<file path="src/rtl/wb_lcd_writer_pkg.sv">
// wb_lcd_writer shared definitions: register map, FSM states, STATUS layout.
// The optional fill engine is enabled with WB_LCD_FILL_EN.
package wb_lcd_pkg;

    localparam int ENTRY_W = 9;

    localparam logic [2:0] REG_CMD     = 3'd0;
    localparam logic [2:0] REG_DATA    = 3'd1;
    localparam logic [2:0] REG_STATUS  = 3'd2;
    localparam logic [2:0] REG_CTRL    = 3'd3;
    localparam logic [2:0] REG_FILL_LO = 3'd4;
    localparam logic [2:0] REG_FILL_HI = 3'd5;
    localparam logic [2:0] REG_FILL_GO = 3'd6;

    localparam int STAT_FULL = 0;
    localparam int STAT_BUSY = 1;
    localparam int STAT_LVL  = 3;

    typedef enum logic [1:0] {
        ST_IDLE,
        ST_SETUP,
        ST_STROBE,
        ST_HOLD
    } lcd_state_e;

    function automatic logic [4:0] sat_level(input int unsigned lvl);
        if (lvl > 31) return 5'd31;
        return 5'(lvl);
    endfunction

endpackage

</file>
<file path="src/rtl/wb_lcd_writer_if.sv">
// Wishbone slave port of wb_lcd_writer (8-bit data, single-cycle strobe).
// Shared by both the fill-enabled and default builds.
interface wb_lcd_writer_if;
    logic       stb_i;
    logic       we_i;
    logic [2:0] adr_i;
    logic [7:0] dat_i;
    logic       ack_o;
    logic [7:0] dat_o;

    modport master (
        output stb_i, we_i, adr_i, dat_i,
        input  ack_o, dat_o
    );

    modport slave (
        input  stb_i, we_i, adr_i, dat_i,
        output ack_o, dat_o
    );
endinterface

</file>
<file path="src/rtl/wb_lcd_writer_fifo.sv">
// Synchronous FIFO for queued LCD bytes; pointers carry an extra wrap bit.
// Used by wb_lcd_writer in every build (WB_LCD_FILL_EN has no effect here).
module lcd_fifo #(
    parameter int DEPTH = 16,
    parameter int WIDTH = 9
) (
    input  logic                       clk_i,
    input  logic                       rst_i,
    input  logic                       push_i,
    input  logic                       pop_i,
    input  logic [WIDTH-1:0]           wdata_i,
    output logic [WIDTH-1:0]           rdata_o,
    output logic                       full_o,
    output logic                       empty_o,
    output logic [$clog2(DEPTH):0]     level_o
);
    localparam int AW = $clog2(DEPTH);

    logic [WIDTH-1:0] mem_q [DEPTH];
    logic [AW:0]      wptr_q, wptr_d;
    logic [AW:0]      rptr_q, rptr_d;
    logic             do_push, do_pop;

    always_comb begin
        level_o = wptr_q - rptr_q;
        full_o  = (level_o == (AW + 1)'(DEPTH));
        empty_o = (wptr_q == rptr_q);
        rdata_o = mem_q[rptr_q[AW-1:0]];
        // A push into a full FIFO is legal only alongside a pop.
        do_pop  = pop_i && !empty_o;
        do_push = push_i && (!full_o || do_pop);
        wptr_d  = wptr_q + {{AW{1'b0}}, do_push};
        rptr_d  = rptr_q + {{AW{1'b0}}, do_pop};
    end

    always_ff @(posedge clk_i or negedge rst_i) begin
        if (!rst_i) begin
            wptr_q <= '0;
            rptr_q <= '0;
        end else begin
            wptr_q <= wptr_d;
            rptr_q <= rptr_d;
        end
    end

    always_ff @(posedge clk_i) begin
        if (do_push) mem_q[wptr_q[AW-1:0]] <= wdata_i;
    end

endmodule

</file>
<file path="src/rtl/wb_lcd_writer.sv">
// Wishbone register front-end feeding a FIFO and an 8080-style LCD write FSM.
// Define WB_LCD_FILL_EN to build the repeated-byte fill engine (regs 4-6).
module wb_lcd_writer
    import wb_lcd_pkg::*;
#(
    parameter int FIFO_DEPTH    = 16,
    parameter int SETUP_CYCLES  = 1,
    parameter int STROBE_CYCLES = 2,
    parameter int HOLD_CYCLES   = 1
) (
    input  logic            clk_i,
    input  logic            rst_i,
    wb_lcd_writer_if.slave  wb,
    output logic            busy_o,
    output logic            lcd_nreset,
    output logic            lcd_cmd_data,
    output logic            lcd_write_edge,
    output logic [7:0]      lcd_dout
);
    localparam int AW = $clog2(FIFO_DEPTH);
    localparam int CW = 16;
    localparam logic [CW-1:0] SETUP_END  = CW'(SETUP_CYCLES - 1);
    localparam logic [CW-1:0] STROBE_END = CW'(STROBE_CYCLES - 1);
    localparam logic [CW-1:0] HOLD_END   = CW'(HOLD_CYCLES - 1);

    logic               push, pop, full, empty;
    logic [AW:0]        level;
    logic [ENTRY_W-1:0] wdata, rdata;
    lcd_state_e         state_q, state_d;
    logic [CW-1:0]      cnt_q, cnt_d;
    logic [7:0]         dout_q, dout_d;
    logic               cd_q, cd_d;
    logic               ack_q, ack_d;
    logic [7:0]         dat_q, dat_d;
    logic [7:0]         ctrl_q, ctrl_d;
    logic [7:0]         rd_val, status;
    logic               idle, req, is_push, accept, fill_act;

`ifdef WB_LCD_FILL_EN
    logic [15:0] fill_n_q, fill_n_d;
    logic [15:0] fill_rem_q, fill_rem_d;
    logic [7:0]  fill_byte_q, fill_byte_d;
    logic        is_go, fill_take;
    assign fill_act = (fill_rem_q != 16'd0);
`else
    assign fill_act = 1'b0;
`endif

    lcd_fifo #(.DEPTH(FIFO_DEPTH), .WIDTH(ENTRY_W)) u_fifo (
        .clk_i   (clk_i),
        .rst_i   (rst_i),
        .push_i  (push),
        .pop_i   (pop),
        .wdata_i (wdata),
        .rdata_o (rdata),
        .full_o  (full),
        .empty_o (empty),
        .level_o (level)
    );

    // Bus decode: FIFO writes stall only when full with no pop this cycle.
    always_comb begin
        req     = wb.stb_i && !ack_q;
        is_push = wb.we_i && (wb.adr_i == REG_CMD || wb.adr_i == REG_DATA);
`ifdef WB_LCD_FILL_EN
        is_go   = wb.we_i && (wb.adr_i == REG_FILL_GO);
        accept  = req && (is_push ? (!full || pop)
                        : (is_go ? (empty && idle && !fill_act) : 1'b1));
`else
        accept  = req && (!is_push || !full || pop);
`endif
        push    = accept && is_push;
        wdata   = {wb.adr_i == REG_DATA, wb.dat_i};
        status  = {sat_level(32'(level)), 1'b0, busy_o, full};
        rd_val  = 8'h00;
        unique case (wb.adr_i)
            REG_STATUS: rd_val = status;
            REG_CTRL:   rd_val = ctrl_q;
            default:    rd_val = 8'h00;
        endcase
        ack_d  = accept;
        dat_d  = (accept && !wb.we_i) ? rd_val : 8'h00;
        ctrl_d = ctrl_q;
        if (accept && wb.we_i && wb.adr_i == REG_CTRL) ctrl_d = wb.dat_i;
    end

`ifdef WB_LCD_FILL_EN
    always_comb begin
        fill_n_d    = fill_n_q;
        fill_rem_d  = fill_rem_q;
        fill_byte_d = fill_byte_q;
        if (accept && wb.we_i && wb.adr_i == REG_FILL_LO) fill_n_d[7:0]  = wb.dat_i;
        if (accept && wb.we_i && wb.adr_i == REG_FILL_HI) fill_n_d[15:8] = wb.dat_i;
        if (accept && is_go) begin
            fill_rem_d  = fill_n_q;
            fill_byte_d = wb.dat_i;
        end else if (fill_take) begin
            fill_rem_d  = fill_rem_q - 16'd1;
        end
    end

    always_ff @(posedge clk_i or negedge rst_i) begin
        if (!rst_i) begin
            fill_n_q    <= '0;
            fill_rem_q  <= '0;
            fill_byte_q <= '0;
        end else begin
            fill_n_q    <= fill_n_d;
            fill_rem_q  <= fill_rem_d;
            fill_byte_q <= fill_byte_d;
        end
    end
`endif

    always_ff @(posedge clk_i or negedge rst_i) begin
        if (!rst_i) begin
            state_q <= ST_IDLE;
            cnt_q   <= '0;
        end else begin
            state_q <= state_d;
            cnt_q   <= cnt_d;
        end
    end

    // Bus data loads only on the IDLE pop, so it is stable for the whole cycle.
    always_comb begin
        state_d = state_q;
        cnt_d   = cnt_q;
        pop     = 1'b0;
        dout_d  = dout_q;
        cd_d    = cd_q;
`ifdef WB_LCD_FILL_EN
        fill_take = 1'b0;
`endif
        unique case (state_q)
            ST_IDLE: begin
                cnt_d = '0;
`ifdef WB_LCD_FILL_EN
                if (fill_act) begin
                    fill_take = 1'b1;
                    dout_d    = fill_byte_q;
                    cd_d      = 1'b1;
                    state_d   = ST_SETUP;
                end else
`endif
                if (!empty) begin
                    pop            = 1'b1;
                    {cd_d, dout_d} = rdata;
                    state_d        = ST_SETUP;
                end
            end
            ST_SETUP: begin
                cnt_d = cnt_q + 1'b1;
                if (cnt_q == SETUP_END) begin
                    cnt_d   = '0;
                    state_d = ST_STROBE;
                end
            end
            ST_STROBE: begin
                cnt_d = cnt_q + 1'b1;
                if (cnt_q == STROBE_END) begin
                    cnt_d   = '0;
                    state_d = ST_HOLD;
                end
            end
            ST_HOLD: begin
                cnt_d = cnt_q + 1'b1;
                if (cnt_q == HOLD_END) begin
                    cnt_d   = '0;
                    state_d = ST_IDLE;
                end
            end
        endcase
    end

    always_comb begin
        idle           = (state_q == ST_IDLE);
        lcd_write_edge = (state_q != ST_STROBE);
        busy_o         = !empty || !idle || fill_act;
        lcd_dout       = dout_q;
        lcd_cmd_data   = cd_q;
        lcd_nreset     = ctrl_q[0];
        wb.ack_o       = ack_q;
        wb.dat_o       = dat_q;
    end

    always_ff @(posedge clk_i or negedge rst_i) begin
        if (!rst_i) begin
            dout_q <= 8'h00;
            cd_q   <= 1'b1;
            ack_q  <= 1'b0;
            dat_q  <= 8'h00;
            ctrl_q <= 8'h00;
        end else begin
            dout_q <= dout_d;
            cd_q   <= cd_d;
            ack_q  <= ack_d;
            dat_q  <= dat_d;
            ctrl_q <= ctrl_d;
        end
    end

endmodule
</file>
<file path="src/flat_wrapper.sv">
// flat-port wrapper written by rule: the top's interface ports become plain ports
module wb_lcd_writer_flat import wb_lcd_pkg::*;
#(
    parameter int FIFO_DEPTH    = 16,
    parameter int SETUP_CYCLES  = 1,
    parameter int STROBE_CYCLES = 2,
    parameter int HOLD_CYCLES   = 1
)
  (clk_i, rst_i, busy_o, lcd_nreset, lcd_cmd_data, lcd_write_edge, lcd_dout, wb_stb_i, wb_we_i, wb_adr_i, wb_dat_i, wb_ack_o, wb_dat_o);
  wb_lcd_writer_if wb_i ();
  input  logic clk_i;
  input  logic rst_i;
  output logic busy_o;
  output logic lcd_nreset;
  output logic lcd_cmd_data;
  output logic lcd_write_edge;
  output logic [7:0] lcd_dout;
  input wire logic [$bits(wb_i.stb_i)-1:0] wb_stb_i;
  input wire logic [$bits(wb_i.we_i)-1:0] wb_we_i;
  input wire logic [$bits(wb_i.adr_i)-1:0] wb_adr_i;
  input wire logic [$bits(wb_i.dat_i)-1:0] wb_dat_i;
  output wire logic [$bits(wb_i.ack_o)-1:0] wb_ack_o;
  output wire logic [$bits(wb_i.dat_o)-1:0] wb_dat_o;
  assign wb_i.stb_i = wb_stb_i;
  assign wb_i.we_i = wb_we_i;
  assign wb_i.adr_i = wb_adr_i;
  assign wb_i.dat_i = wb_dat_i;
  assign wb_ack_o = wb_i.ack_o;
  assign wb_dat_o = wb_i.dat_o;
  wb_lcd_writer #(.FIFO_DEPTH(FIFO_DEPTH), .SETUP_CYCLES(SETUP_CYCLES), .STROBE_CYCLES(STROBE_CYCLES), .HOLD_CYCLES(HOLD_CYCLES)) u_core (.clk_i(clk_i), .rst_i(rst_i), .wb(wb_i), .busy_o(busy_o), .lcd_nreset(lcd_nreset), .lcd_cmd_data(lcd_cmd_data), .lcd_write_edge(lcd_write_edge), .lcd_dout(lcd_dout));
endmodule
</file>
<file path="config.mk">
export PLATFORM = sky130hd
export DESIGN_NAME = wb_lcd_writer_flat
export DESIGN_NICKNAME = d
export VERILOG_FILES = /design/src/rtl/wb_lcd_writer_pkg.sv /design/src/rtl/wb_lcd_writer_if.sv /design/src/rtl/wb_lcd_writer_fifo.sv /design/src/rtl/wb_lcd_writer.sv /design/src/flat_wrapper.sv
export SDC_FILE = /design/constraint.sdc
export NUM_CORES = 1
export LEC_CHECK = 0
export CAP_MARGIN = 30
export CORE_UTILIZATION = 45
export DETAILED_ROUTE_END_ITERATION = 7
export GPL_TIMING_DRIVEN = 0
export PLACE_DENSITY = 0.68
export SYNTH_ARGS = -nofsm -noshare
export SYNTH_HDL_FRONTEND = slang
export SYNTH_SLANG_ARGS = --single-unit
export TNS_END_PERCENT = 10
</file>
<file path="constraint.sdc">
create_clock -name clk_i -period 4 [get_ports clk_i]
set_input_delay 1 -clock clk_i [delete_from_list [all_inputs] [get_ports clk_i]]
set_output_delay 1 -clock clk_i [all_outputs]
set_load 0.05 [all_outputs]
</file>
=== Yosys cells after proc, flatten, opt, wreduce, memory -nomap -nowiden ===
Memories as Yosys holds them, arrays and structs flattened. A register that Yosys moved wholly into a read port is not among the register bits.
Index checks and enable logic that the tools add are counted.

* Bitwise logic cells: 1
* Multiplexer cells: 14
* Divide/modulo/power cells: 0
* Reductions and logical operators: 27
* Add/subtract/negate cells: 4
* Equality and inequality tests: 14
* Order comparisons: 0
* Shift-type cells: 0
* Multipliers: 0

{| class="wikitable"
|+ Operators by type and width
! operator !! number
|-
| $pmux 16 s3 || 1
|-
| $mux 16 || 2
|-
| $add 16x1->16 const B || 1
|-
| $eq 16x1->1 const B || 1
|-
| $logic_not 16->1 || 1
|-
| $pmux 8 s2 || 1
|-
| $add 5x1->5 || 2
|-
| $logic_and 1x1->1 || 9
|-
| $mux 2 || 4
|-
| $mux 8 || 1
|-
| $pmux 2 s4 || 1
|-
| $logic_not 1->1 || 7
|-
| $eq 3x2->1 const B || 2
|-
| $ne 2x1->1 const B || 3
|-
| $eq 5x5->1 || 1
|-
| $eq 5x5->1 const B || 1
|-
| $logic_or 1x1->1 || 5
|-
| $sub 5x5->5 || 1
|-
| $eq 2x2->1 const B || 2
|-
| $mux 1 || 4
|-
| $ne 2x2->1 const B || 2
|-
| $reduce_and 4->1 || 1
|-
| $eq 3x1->1 const B || 1
|-
| $logic_not 3->1 || 1
|-
| 5 further kinds || 5
|}

* Output and inout bits: 21
* Flip-flop bits (word level): 45
* Memories kept: 1
* Input bits: 15
* ROM bits: 0
* Latch bits: 0
* Bits in writable memories: 144

{| class="wikitable"
|+ Memory list
! memory !! words !! width !! read ports !! clocked after Yosys merged registers in !! write ports !! line !! text
|-
| u_core.u_fifo.mem_q || 16 || 9 || 1 || 1 || 1 || wb_lcd_writer_fifo.sv:19 || <nowiki>logic [WIDTH-1:0] mem_q [DEPTH];</nowiki>
|}

=== Longest topological paths before layout ===
* Word-level depth: 11
* Gate-level depth with buffers: 12
* Mapped depth without buffers: 12

=== Modules after synthesis ===
A second synthesis with hierarchy kept.

* Cell total of the unflattened synthesis: 482
* Area total of the unflattened synthesis: 8408.1 µm²

{| class="wikitable"
|+ By module, submodules not included
! module !! seq. area each (µm²) !! cells an instance !! instances !! area an instance (µm²)
|-
| lcd_fifo || 4574.4 || 301 || 1 || 6266.0
|-
| wb_lcd_writer || 1102.3 || 181 || 1 || 2142.1
|}

=== Worst setup path after synthesis ===
OpenSTA, ideal clock, no wires.

* Path type: register -> register
* From: register u_core.u_fifo.rptr_q[1]
* To: register u_core.u_fifo.wptr_q[4]
* Arrival: 3297 ps
* Setup time: 80 ps
* Path slack: 623 ps
* Stages on the path, launching flop included: 13
* Cells stage by stage: dfrtp_1 > clkbuf_1 > clkbuf_1 > inv_1 > ha_1 > and3b_1 > or3_4 > a2111oi_4 > a21boi_0 > ha_1 > ha_1 > nand3_1 > xnor2_1

* Word-level cells in the longest chain between the ends: 9

{| class="wikitable"
|+ RTL lines
! element !! line !! text
|-
| start, declared || wb_lcd_writer_fifo.sv:21 || <nowiki>logic [AW:0] rptr_q, rptr_d;</nowiki>
|-
| start signal, assigned || wb_lcd_writer_fifo.sv:42 || <nowiki>rptr_q <= rptr_d;</nowiki>
|-
| $sub 5x5->5 || wb_lcd_writer_fifo.sv:25 || <nowiki>level_o = wptr_q - rptr_q;</nowiki>
|-
| $eq 5x5->1 || wb_lcd_writer_fifo.sv:26 || <nowiki>full_o = (level_o == (AW + 1)'(DEPTH));</nowiki>
|-
| $logic_not 1->1 || wb_lcd_writer_fifo.sv:31, wb_lcd_writer.sv:70 ||
|-
| $logic_or 1x1->1 (2 in series) || wb_lcd_writer.sv:70 || <nowiki>accept = req && (!is_push || !full || pop);</nowiki>
|-
| $logic_and 1x1->1 || wb_lcd_writer.sv:70 ||
|-
| $logic_and 1x1->1 || wb_lcd_writer.sv:72 || <nowiki>push = accept && is_push;</nowiki>
|-
| $logic_and 1x1->1 * || wb_lcd_writer_fifo.sv:31 || <nowiki>do_push = push_i && (!full_o || do_pop);</nowiki>
|-
| $add 5x1->5 * || wb_lcd_writer_fifo.sv:32 || <nowiki>wptr_d = wptr_q + {{AW{1'b0}}, do_push};</nowiki>
|-
| named net u_core.u_fifo.wptr_d[4] || wb_lcd_writer_fifo.sv:20 || <nowiki>logic [AW:0] wptr_q, wptr_d;</nowiki>
|-
| end signal, assigned || wb_lcd_writer_fifo.sv:41 || <nowiki>wptr_q <= wptr_d;</nowiki>
|-
| end, declared || wb_lcd_writer_fifo.sv:20 ||
|}

Mark *: on every way through the listed nets, which the timed path passes. The rest lies on a longest branch.
A chain may end at the register's enable or synchronous reset.

=== Worst setup path in the final report ===
* From: register u_core.u_fifo.rptr_q[1]
* To: output port busy_o

* Word-level cells in the longest chain between the ends: 3

{| class="wikitable"
|+ RTL lines
! element !! line !! text
|-
| $eq 5x5->1 || wb_lcd_writer_fifo.sv:27 || <nowiki>empty_o = (wptr_q == rptr_q);</nowiki>
|-
| $logic_not 1->1 || n/a ||
|-
| $logic_or 1x1->1 || wb_lcd_writer.sv:179 || <nowiki>busy_o = !empty || !idle || fill_act;</nowiki>
|-
| end, declared || flat_wrapper.sv:13 || <nowiki>output logic busy_o;</nowiki>
|}

Every way passes these cells.

==> impl_metrics.env <==
export IMPL_dieHeight_um=137
export IMPL_hold_class="flop to flop"
export IMPL_drt_iter0_drc=475
export IMPL_ioPinCount=36
export IMPL_finalSetupViolations=0
export IMPL_pwr_share_seq_pct=39.1
export IMPL_ys_seq_area_share_pct=68.9
export IMPL_yosys_area_top_type_share_pct=52.5
export IMPL_postCtsHoldBufs=0
export IMPL_pre_cts_ws_ns=-0.454
export IMPL_path_max_fanout=10
export IMPL_synth_cell_types=47
export IMPL_slew_headroom_pct=41.6
export IMPL_clock_root_buffer="clkbuf_16"
export IMPL_gp_congestion=0.862
export IMPL_dp_hpwl_mm=12.0
export IMPL_cts_htree_levels=4
export IMPL_drcViolationCount=0
export IMPL_period_needed_ns=3.87
export IMPL_gr_total_overflow=0
export IMPL_dr_pass1_iters=5
export IMPL_drv_cap=0
export IMPL_synth_avg_cell_area_um2=16.5
export IMPL_layout_drive_gt1_share_pct=21.3
export IMPL_powerDensity_nw_per_um2=655
export IMPL_end_kind="output port"
export IMPL_synth_xor_area_share_pct=2.34
export IMPL_synth_async_sr_flop_share_pct=27.3
export IMPL_period_share_pct=96.7
export IMPL_grt_util_all_layers_pct=20.1
export IMPL_num_rows=49
export IMPL_p_sw_share_pct=34.8
export IMPL_power_frac_clock_pct=27.3
export IMPL_final_antenna_net_count=0
export IMPL_status="finished, final reports clean"
export IMPL_p_comb_share_pct=33.6
export IMPL_worstPathRequired_ns=3.00
export IMPL_yosys_area_share_simple_pct=6.99
export IMPL_fp_dieW_um=137
export IMPL_cts_tree="done"
export IMPL_grt_pass1_vias=4791
export IMPL_max_freq_mhz=258
export IMPL_synth_fp_nets=530
export IMPL_core_area_um2=18000
export IMPL_finalHoldViolCount=0
export IMPL_rsz0062_at_grt="false"
export IMPL_synth_area_leader_cell="edfxtp_1"
export IMPL_via_count=4673
export IMPL_cts_inserted_buffers=17
export IMPL_design_die_area_um2=18800
export IMPL_antenna_cells=0
export IMPL_synth_compound_area_share_pct=4.79
export IMPL_power_leakage_uw=0.00335
export IMPL_setup_slack_ns=0.130
export IMPL_finalNetCount=601
export IMPL_synth_top_family_by_area="multiplexers"
export IMPL_antenna_found_initial=0
export IMPL_start_kind="flop"
export IMPL_syn_inst=498
export IMPL_grt_max_degree=30
export IMPL_arrival_ns=2.87
export IMPL_peakVddDrop_mv=0.418
export IMPL_skew_ns=0.00995
export IMPL_viasPerCell=5.76
export IMPL_area_delta_synth_final_pct=17.2
export IMPL_io_buffers=35
export IMPL_yosysWarnings=0
export IMPL_drt_wl_total_mm=17.2
export IMPL_grt_pass1_wl_mm=27.3
export IMPL_slew_viol_final=0
export IMPL_clockBufferDepth=2
export IMPL_setup_tns_ns=0
export IMPL_synth_common_cells="edfxtp_1 (144), dfrtp_1 (53), mux4_2 (36)"
export IMPL_cts_sinks=198
export IMPL_ys_ff_latch=198
export IMPL_p_sw_uw=2200
export IMPL_synth_edff_count=144
export IMPL_synth_fa_ha_area_share_pct=2.67
export IMPL_crit_type="flop to output port"
export IMPL_internal_power_uw=4120
export IMPL_clk_latency_ns=0.43
export IMPL_clk_pin_slew_ns=0.07
export IMPL_ys_flop_type="edfxtp_1"
export IMPL_synthMuxAreaShare_pct=12.4
export IMPL_start_util_pct=45.8
export IMPL_worst_slew_pin_slew_ns=0.872
export IMPL_wire_per_inst_um=21.2
export IMPL_synth_area_leaders="edfxtp_1 (53%), dfrtp_1 (16%), mux4_2 (9.8%)"
export IMPL_yosysMostFrequentCell="edfxtp_1"
export IMPL_netlist_area_um2=8240
-- cell families after synthesis --
family                   count (synthesis)
flip-flops                             198
AND/OR/NAND/NOR                        106
AO/OA/AOI/OAI                           63
multiplexers                            55
buffers and inverters                   37
XOR/XNOR                                22
adder cells (fa/ha/maj)                 17
-- power by group through the flow --
stage / clock, uW / sequential [uW] / combinational [uW]
floorplan: 0 / 2650 / 1360
global placement: 0 / 2500 / 2060
detailed placement: 0 / 2510 / 2120
CTS: 1750 / 2470 / 2140
global route: 1840 / 2480 / 2320
finish: 1730 / 2470 / 2120
-- metrics by stage --
step / total power, uW / hold WS [ns] / std cells / area, um^2 / util (%)
6_report: 6320 / 0.497 / 811 / 9650 / 53.7
4_1_cts: 6360 / 0.496 / 811 / 9640 / 53.6
3_5_place_dp: 4640 / 0.483 / 779 / 9020 / 50.2
2_1_floorplan: 4010 / 0.464 / 498 / 8240 / -
3_3_place_gp: 4560 / 0.480 / 762 / 8870 / 49.4
5_1_grt: 6640 / 0.525 / 811 / 9650 / 53.7
-- routing by layer --
| layer | track usage (%) | part of all wire [%] | up-vias |
|---|---|---|---|
| met5 | 0 | 0 | - |
| met4 | 5.49 | 1.4 | 0 |
| met3 | 3.61 | 4.4 | 15 |
| met2 | 33.0 | 50 | 141 |
| met1 | 27.7 | 45 | 2409 |
| li1 | - | - | 2108 |
-- worst max-delay path: stages (launching register included) --
cell           delay, ns
dfrtp_1             0.40
clkbuf_2            0.31
clkbuf_4            0.32
inv_1               0.11
ha_1                0.31
nand4_1             0.19
nor3_2              0.29
inv_1               0.06
dlygate4sd2_1       0.43
-- worst paths after layout --
path / start / endpoint / slack [ns] / cells after the start
hold / removal: u_core.u_fifo.rptr_q[4] / u_core.u_fifo.rptr_q[4] / 0.50 / 1
min in group asynchronous: rst_i / u_core.cnt_q[15] / 0.61 / 1
max in group asynchronous: rst_i / u_core.lcd_cmd_data / 2.72 / 2
setup / recovery: u_core.u_fifo.rptr_q[1] / busy_o / 0.13 / 8
hold reg to reg: u_core.u_fifo.rptr_q[4] / u_core.u_fifo.rptr_q[4] / 0.50 / 1
setup reg to reg: u_core.u_fifo.rptr_q[1] / u_core.u_fifo.mem_q[4][8] / 0.26 / 10
-- cell usage in the layout (no fill, tap or decap), types with 2 or more instances in the layout --
cell type / netlist / routed
nand4_1: 13 / 13
a21oi_1: 32 / 32
edfxtp_1: 144 / 144
inv_6: 0 / 2
mux2_2: 18 / 18
inv_1: 13 / 13
clkinvlp_4: 0 / 3
clkbuf_16: 0 / 17
inv_8: 0 / 3
nor3b_1: 5 / 4
o22ai_1: 18 / 18
clkbuf_1: 17 / 14
clkinv_4: 0 / 2
ha_1: 16 / 16
nor3_2: 1 / 2
nand2_1: 12 / 12
buf_4: 0 / 16
nor2_1: 14 / 14
xnor2_1: 15 / 15
buf_2: 5 / 6
clkdlybuf4s50_1: 0 / 33
xor2_1: 7 / 7
nand3_1: 21 / 21
nor2b_1: 4 / 4
nor4_1: 8 / 8
dfrtp_1: 53 / 53
mux4_2: 36 / 36
clkinv_8: 0 / 4
nand3b_1: 2 / 2
nor3_1: 18 / 17
-- timing repair --
item,CTS,global route
endpoints found under the hold margin,0,0
buffers inserted,0,0
cloned,0,0
setup endpoints to repair,140,4
resized for setup,4,2
-- registers in the layout, summed over array words and instances, names as in the netlist --
register	cells
u_core.u_fifo.rptr_q	5
u_core.state_q	2
u_core.u_fifo.mem_q	144
u_core.wb.dat_o	8
u_core.wb.ack_o	1
u_core.ctrl_q	8
u_core.lcd_dout	8
u_core.u_fifo.wptr_q	5
u_core.lcd_cmd_data	1
u_core.cnt_q	16
-- final cells by class --
type | count | area [um^2]
plain buffers | 22 | 101
flip-flops and latches | 198 | 5680
fillers | 1425 | 8320
repair buffers | 53 | 498
clock inverters | 15 | 186
inverters | 14 | 52.6
clock buffers | 17 | 425
well taps | 229 | 287
multi-input cells | 263 | 2420
Note: power is estimated with default switching activity, not from simulation.
